[config.mk]
export PLATFORM = sky130hd
export DESIGN_NAME = anthem_msg_sequencer
export DESIGN_NICKNAME = d
export VERILOG_FILES = /design/src/rtl/anthem_msg_sequencer.sv
export SDC_FILE = /design/constraint.sdc
export NUM_CORES = 1
export LEC_CHECK = 0
export CAP_MARGIN = 30
export CORE_MARGIN = 2
export CORE_UTILIZATION = 25
export CTS_BUF_LIST = sky130_fd_sc_hd__clkbuf_8 sky130_fd_sc_hd__clkbuf_16
export DETAILED_ROUTE_END_ITERATION = 16
export PLACE_DENSITY = 0.48
export SYNTH_ARGS = -nofsm -noshare
export SYNTH_HDL_FRONTEND = slang
export SYNTH_SLANG_ARGS = --single-unit
[constraint.sdc]
create_clock -name clk -period 2.6 [get_ports clk]
set_clock_uncertainty 0.15 [all_clocks]
set_input_delay 0.52 -clock clk [delete_from_list [all_inputs] [get_ports clk]]
set_output_delay 0.52 -clock clk [all_outputs]
set_load 0.01 [all_outputs]
[src/rtl/anthem_msg_sequencer.sv]
// Round-robin word sequencer: fetches space-terminated words from the character ROM and paces them to the display.
// Optional build macro SEQ_EMIT_TERM_EN: present the terminator byte as a final character before completing.
module anthem_msg_sequencer #(
    parameter int unsigned NREQ     = 4,
    parameter int unsigned ADDR_W   = 8,
    parameter logic [7:0]  TERM     = 8'h20,
    parameter int unsigned MAX_LEN  = 16,
    parameter int unsigned CHAR_GAP = 3
) (
    input  logic                   clk,
    input  logic                   rst_n,
    input  logic [NREQ-1:0]        req,
    input  logic [NREQ*ADDR_W-1:0] req_addr,
    output logic [NREQ-1:0]        grant,
    output logic [NREQ-1:0]        done,
    output logic [ADDR_W-1:0]      rom_addr,
    input  logic [7:0]             rom_data,
    output logic [7:0]             out_data,
    output logic                   out_valid,
    input  logic                   out_ready,
    output logic                   busy
);
    localparam int unsigned IDX_W = (NREQ > 1) ? $clog2(NREQ) : 1;

    typedef enum logic [2:0] {
        S_IDLE,
        S_WAIT,
        S_PRESENT,
        S_GAP,
        S_DONE
    } state_t;

    state_t            state_q, state_d;
    logic [NREQ-1:0]   grant_q, grant_d;
    logic [NREQ-1:0]   done_q, done_d;
    logic [ADDR_W-1:0] rom_addr_q, rom_addr_d;
    logic [7:0]        out_data_q, out_data_d;
    logic              out_valid_q, out_valid_d;
    logic              busy_q, busy_d;
    logic [7:0]        count_q, count_d;
    logic [7:0]        gap_q, gap_d;
    logic [IDX_W-1:0]  rr_q, rr_d;
    logic [IDX_W-1:0]  owner_q, owner_d;
    logic [IDX_W-1:0]  winner;
    logic              found;
    logic              last_char;
`ifdef SEQ_EMIT_TERM_EN
    logic              term_q, term_d;
`endif

    function automatic logic [IDX_W-1:0] wrap_idx(input int unsigned v);
        return IDX_W'(v % NREQ);
    endfunction

    // First requester at or above the rr pointer, wrapping around.
    always_comb begin
        winner = rr_q;
        found  = 1'b0;
        for (int unsigned i = 0; i < NREQ; i++) begin
            if (!found && req[wrap_idx(32'(rr_q) + i)]) begin
                found  = 1'b1;
                winner = wrap_idx(32'(rr_q) + i);
            end
        end
    end

    always_comb begin
`ifdef SEQ_EMIT_TERM_EN
        last_char = (count_q == 8'(MAX_LEN - 1)) || term_q;
`else
        last_char = (count_q == 8'(MAX_LEN - 1));
`endif
    end

    always_comb begin
        state_d     = state_q;
        grant_d     = grant_q;
        done_d      = '0;
        rom_addr_d  = rom_addr_q;
        out_data_d  = out_data_q;
        out_valid_d = out_valid_q;
        count_d     = count_q;
        gap_d       = gap_q;
        rr_d        = rr_q;
        owner_d     = owner_q;
`ifdef SEQ_EMIT_TERM_EN
        term_d      = term_q;
`endif
        unique case (state_q)
            S_IDLE: begin
                if (found) begin
                    grant_d    = NREQ'(1) << winner;
                    owner_d    = winner;
                    rom_addr_d = req_addr[winner*ADDR_W +: ADDR_W];
                    state_d    = S_WAIT;
                end
            end
            S_WAIT: begin
`ifdef SEQ_EMIT_TERM_EN
                out_data_d  = rom_data;
                out_valid_d = 1'b1;
                term_d      = (rom_data == TERM);
                state_d     = S_PRESENT;
`else
                if (rom_data == TERM) begin
                    done_d  = grant_q;
                    grant_d = '0;
                    state_d = S_DONE;
                end else begin
                    out_data_d  = rom_data;
                    out_valid_d = 1'b1;
                    state_d     = S_PRESENT;
                end
`endif
            end
            S_PRESENT: begin
                if (out_ready) begin
                    out_valid_d = 1'b0;
                    count_d     = count_q + 8'd1;
                    rom_addr_d  = rom_addr_q + ADDR_W'(1);
                    if (last_char) begin
                        done_d  = grant_q;
                        grant_d = '0;
                        state_d = S_DONE;
                    end else if (CHAR_GAP == 0) begin
                        state_d = S_WAIT;
                    end else begin
                        gap_d   = 8'(CHAR_GAP);
                        state_d = S_GAP;
                    end
                end
            end
            S_GAP: begin
                gap_d = gap_q - 8'd1;
                if (gap_q <= 8'd1) begin
                    state_d = S_WAIT;
                end
            end
            S_DONE: begin
                rr_d    = wrap_idx(32'(owner_q) + 1);
                count_d = '0;
`ifdef SEQ_EMIT_TERM_EN
                term_d  = 1'b0;
`endif
                state_d = S_IDLE;
            end
            default: state_d = S_IDLE;
        endcase
        busy_d = (state_d != S_IDLE);
    end

    always_ff @(posedge clk or negedge rst_n) begin
        if (!rst_n) begin
            state_q     <= S_IDLE;
            grant_q     <= '0;
            done_q      <= '0;
            rom_addr_q  <= '0;
            out_data_q  <= '0;
            out_valid_q <= 1'b0;
            busy_q      <= 1'b0;
            count_q     <= '0;
            gap_q       <= '0;
            rr_q        <= '0;
            owner_q     <= '0;
`ifdef SEQ_EMIT_TERM_EN
            term_q      <= 1'b0;
`endif
        end else begin
            state_q     <= state_d;
            grant_q     <= grant_d;
            done_q      <= done_d;
            rom_addr_q  <= rom_addr_d;
            out_data_q  <= out_data_d;
            out_valid_q <= out_valid_d;
            busy_q      <= busy_d;
            count_q     <= count_d;
            gap_q       <= gap_d;
            rr_q        <= rr_d;
            owner_q     <= owner_d;
`ifdef SEQ_EMIT_TERM_EN
            term_q      <= term_d;
`endif
        end
    end

    assign grant     = grant_q;
    assign done      = done_q;
    assign rom_addr  = rom_addr_q;
    assign out_data  = out_data_q;
    assign out_valid = out_valid_q;
    assign busy      = busy_q;

endmodule

; Word level (Yosys, flattened, before mapping)
; Cells that the tools add are included.
[totals]
ff_bits = 49
output_inout_bits = 26
elab_cells = 99
[classes]
add_sub_neg = 7
magnitude_cmp = 5
eq_ne = 12
shifts = 2
n_mux = 41
n_bitwise = 1
reduce_logical = 20
[op_table]
columns = op, n
row1 = $pmux W8 S2, 3
row2 = $mux W8, 5
row3 = $shiftx A32 B6 Y8, 1
row4 = $mux W4, 7
row5 = $add A8 B1 Y8 const B, 2
row6 = $mux W3, 5
row7 = $lt A2 B3 Y1 const B, 4
row8 = $ne A2 B2 Y1 const B, 6
row9 = $pmux W3 S4, 1
row10 = $pmux W4 S3, 1
row11 = $mux W1, 10
row12 = $reduce_and A3 Y1, 3
row13 = $bmux W1 S2, 4
row14 = $eq A8 B4 Y1 const B, 1
row15 = $eq A8 B6 Y1 const B, 1
row16 = $le A8 B1 Y1 const B, 1
row17 = $pmux W4 S2, 1
row18 = $reduce_bool A2 Y1, 4
row19 = $sub A8 B1 Y8 const B, 1
row20 = $eq A3 B2 Y1 const B, 2
row21 = $mux W2, 3
row22 = $reduce_and A2 Y1, 3
row23 = $reduce_bool A3 Y1, 2
row24 = $reduce_and A5 Y1, 1
row25 = other kinds (10), 16

; Longest topological paths before layout
[logic_depth]
depth_word = 15
depth_mapped = 8

; Least setup slack after synthesis
; No wires, ideal clock.
[synth_path]
path_type = in2reg
start = input port req[3]
end = register busy_q (netlist: busy)
arrival_time_ps = 2125
t_required_ps = 2319
setup_slack_ps = 194
stages = 6
path_cell_list = buf_6 > or4_4 > and2_4 > buf_6 > or3_4 > or3_1
[synth_between]
elab_chain_len = 15
word_cells_on_any_way = 21
cone_classes = mux (14) / reduce/logical (7)
[synth_lines]
columns = element, line
row1 = from (decl), 12  ; input logic [NREQ-1:0] req,
row2 = $bmux W1 S2, 60  ; if (!found && req[wrap_idx(32'(rr_q) + i)]) begin
row3 = $mux W1 (not written as such), 60
row4 = $mux W1, 60
row5 = $logic_not A1 Y1, 60
row6 = $logic_and A1 B1 Y1, 60
row7 = $mux W1, 60
row8 = $logic_not A1 Y1, 60
row9 = $logic_and A1 B1 Y1, 60
row10 = $mux W1, 60
row11 = $logic_not A1 Y1, 60
row12 = $logic_and A1 B1 Y1, 60
row13 = $mux W1 *, 60
row14 = $mux W3 *, 91  ; if (found) begin
row15 = $pmux W3 S4 *, 89  ; unique case (state_q)
row16 = net state_d[0], 33  ; state_t state_q, state_d;
row17 = $reduce_bool A3 Y1 *, 149  ; busy_d = (state_d != S_IDLE);
row18 = net busy_d, 39  ; logic busy_q, busy_d;
row19 = to (signal assigned), 175  ; busy_q <= busy_d;
row20 = to (decl), 39
; Mark *: on every way through the listed nets, which the timed path passes. The rest lies on a longest branch. The select of a mux whose other input is x is not followed.
; A chain may end at the register's enable or synchronous reset.

; Worst setup path after layout
[layout_path]
start = input port req[3]
end = register rom_addr_q[6] (netlist: rom_addr[6])
[layout_between]
elab_chain_len = 15
word_cells_on_any_way = 26
cone_classes = eq/ne (1) / shift (1) / mux (17) / reduce/logical (7)
[layout_lines]
columns = element, line
row1 = $bmux W1 S2, 60
row2 = $mux W1 (not written as such), 60
row3 = $mux W1, 60
row4 = $logic_not A1 Y1, 60
row5 = $logic_and A1 B1 Y1, 60
row6 = $mux W1, 60
row7 = $logic_not A1 Y1, 60
row8 = $logic_and A1 B1 Y1, 60
row9 = $mux W1, 60
row10 = $logic_not A1 Y1, 60
row11 = $logic_and A1 B1 Y1, 60
row12 = $mux W2, 60
row13 = $shiftx A32 B6 Y8, 94  ; rom_addr_d = req_addr[winner*ADDR_W +: ADDR_W];
row14 = $mux W8, 91
row15 = $pmux W8 S2, 89
row16 = to (signal assigned), 172  ; rom_addr_q <= rom_addr_d;
row17 = to (decl), 36  ; logic [ADDR_W-1:0] rom_addr_q, rom_addr_d;
; Parallel ways exist; a longest one is shown, timed or not. The select of a mux whose other input is x is not followed.

==> key figures <==
Die
  • Chip width: 108.6 µm
  • Initial Util: 0.2547
  • Core area: about 11,000 µm²
  • Ports: 73
  • Die Span Y: 108.6 µm
  • DIE AREA: 11,800 µm²
  • Site row count: 38

Setup path
  • Reg-to-Reg Start: count_q[4]
  • Worst reg2reg path depth: 6
  • Worst Path Arrival: between 2 and 2.5 ns
  • Crit Path Category: input port to flop
  • CP max FO: 5
  • Startpoint types: input port
  • Crit. Startpoint: req[3]
  • R2R setup slack: 0.51 ns
  • Critical Path RT: ~2.7 ns
  • Critical Path End Type: flop

Logic synthesis
  • Number of enable flip-flop cells after synthesis: 0
  • Synth Area in Simple Gates: 0.2327
  • Cell Area, Synth: 2736 µm²
  • Largest family of logic cells by synthesized area: simple AND/OR/NAND/NOR gates
  • Syn Inst Count: around 280
  • Yosys reg bits: between 40 and 50
  • Yosys cell types: 60
  • Post-synthesis mux area share: 0.04390
  • Mean Syn Cell Area: ~9.7 µm²
  • Seq/Total Area, Yosys: 0.4481
  • Post-synthesis compound-gate area fraction: 0.1916
  • Post-synth top area share: 0.4481
  • Synth warnings: 0
  • Ys flop type: dfrtp_1
  • Async S/R FF share, synth: 1.000
  • Synth Area in XOR/XNOR: 0.03841
  • Cell taking the most area after synthesis: dfrtp_1
  • Top cells by area, synth: dfrtp_1, nor2_1, o21ai_0
  • Synthesized Nets: 332
  • Adder-Cell Fraction of Synth Area: 0.01829

Cells and area
  • Final core occ: 0.3763
  • Commonest non-fill, non-tap cell in the layout: clkdlybuf4s50_1
  • Finished Cell Area: 4044 µm²
  • Final Net Count: 443
  • Layout cell share with drive strength beyond 1: 0.1756
  • Diodes inserted: 0
  • Commonest cells after routing, fill and taps aside: clkdlybuf4s50_1, dfrtp_1, buf_4, nor2_1, o21ai_0
  • Area growth syn-to-layout: 47.78%

Hold path
  • Tightest Hold Check Type: input port to asynchronous set/reset pin

Route
  • Final antenna-violating net count: 0
  • Drc violations: 0
  • DR WL/cell: 15.00 µm
  • Vias/cell: 4.826
  • First-pass DRT Iterations: 4
  • DR iter-0 viols: 142
  • Vias: ~2,600
  • Final WL: 7996 µm

Global route
  • Vias in the first global route: approximately 2,600
  • GRT Util Overall: 0.1403
  • Global route total overflow: 0
  • Pin count of the biggest net entering global routing: 27
  • Initial antenna violation count: 0
  • First-pass GRT wire length: 13,040 µm

Timing
  • Setup TNS: 0 ns
  • Final setup violation count: 0
  • RSZ-0062 raised after global routing: no
  • Worst-Margin Slew: about 0.75 ns
  • Slew Viols, Final: 0
  • Achievable Freq: 0.4211 GHz
  • Min Tclk post-route: 2.375 ns
  • Final Hold Vio Count: 0
  • Period utilization: 0.9133
  • Relative slew slack: 0.4996

Clock network
  • # resized after CTS: 0
  • Clock Root Buffer: clkbuf_8
  • Worst-path clk slew: 0.10 ns
  • Post-CTS Hold Buffers: 0
  • Clock Path Buffers: 2
  • Sink Count: slightly below 50
  • CTS tree: yes
  • # H-tree levels: 2
  • CTS buffer count: 5
  • Worst skew pair latency: 0.31 ns
  • # Post-CTS Setup Buffers: 0

Placed design
  • Port buffer count: 72
  • Dpl hpwl: 6191 µm
  • GP Congestion: 0.7919
  • Placed inst area: around 3900 µm²

Pwr
  • P per Cell Area: ~900 nW/µm²
  • Max VDD drop: 0.3494 mV
  • P_leak: 1.668 nW

Run status
  • Outcome: completed

Flow run
  • Max-cap violation count: 0
## state kept, by name, summed over array words and instances (netlist names)
| register | count |
|---|---|
| done | 4 |
| gap_q | 8 |
| count_q | 8 |
| out_data | 8 |
| state_q | 3 |
| out_valid | 1 |
| rr_q | 2 |
| grant | 4 |
| busy | 1 |
| owner_q | 2 |
| rom_addr | 8 |
## path summary, 6_finish.rpt
path / end
max: rom_addr[6]
max reg2reg: busy
min in group clk: out_valid
min reg2reg: out_valid
max in group asynchronous: gap_q[4]
min: out_data[1]
## cell type report
cell class	count	area (µm²)
multi-input combinational	217	1436
sequential	49	1226
tap	140	175.2
timing repair buffer	115	1076
clock buffer	5	68.82
clock inverter	3	46.29
fill	1121	6701
inverter	4	15.01
## synthesized netlist by cell type (all sizes together), types with 6 or more instances
cell type	instances
nor2	25
nor2b	7
and2	7
clkbuf	7
nand3	16
xor2	9
a22o	6
nand2	16
a21oi	14
dfrtp	49
nor3	11
o21ai	19
mux2	8
## worst max-delay path, stage by stage
cell             delay, ns
clkdlybuf4s50_1       0.43
buf_4                 0.15
buf_4                 0.13
nor3_1                0.24
a2111oi_1             0.10
buf_4                 0.17
nor2_1                0.30
a21boi_0              0.15
a221oi_1              0.24
## where the power goes
group / switching [mW] / total (mW) / leakage, nW / internal (mW)
Sequential: 0.282 / 1.33 / 0.615 / 1.04
Clock: 0.278 / 0.567 / 0.0543 / 0.288
Combinational: 0.777 / 1.74 / 0.999 / 0.965
Total: 1.34 / 3.63 / 1.67 / 2.30
## logic make-up after synthesis
logic type | Yosys count
xor+xnor | 12
compound gates | 76
flops | 49
simple gates | 114
buf+inv | 15
fa+ha+maj | 4
mux | 11
## stage by stage
stage / worst slack (ns) / hold WS, ns / total power, mW / cells
after floorplan: 0.1937 / 0.07441 / 2.241 / 281
after CTS: 0.1896 / 0.07161 / 3.684 / 533
after detailed placement: -0.1427 / 0.3188 / 3.095 / 525
final: 0.2255 / 0.06439 / 3.634 / 533
after global placement: -0.1231 / 0.3125 / 3.069 / 525
after global routing: 0.02131 / 0.09392 / 3.921 / 533
## per-layer routing
metal  routed length (µm)  track usage
met1                 3748       0.1846
met2                 3450       0.2241
met3                  649      0.03945
met5                    0            0
met4                  147      0.04304
(Power assumes the default switching activity.)
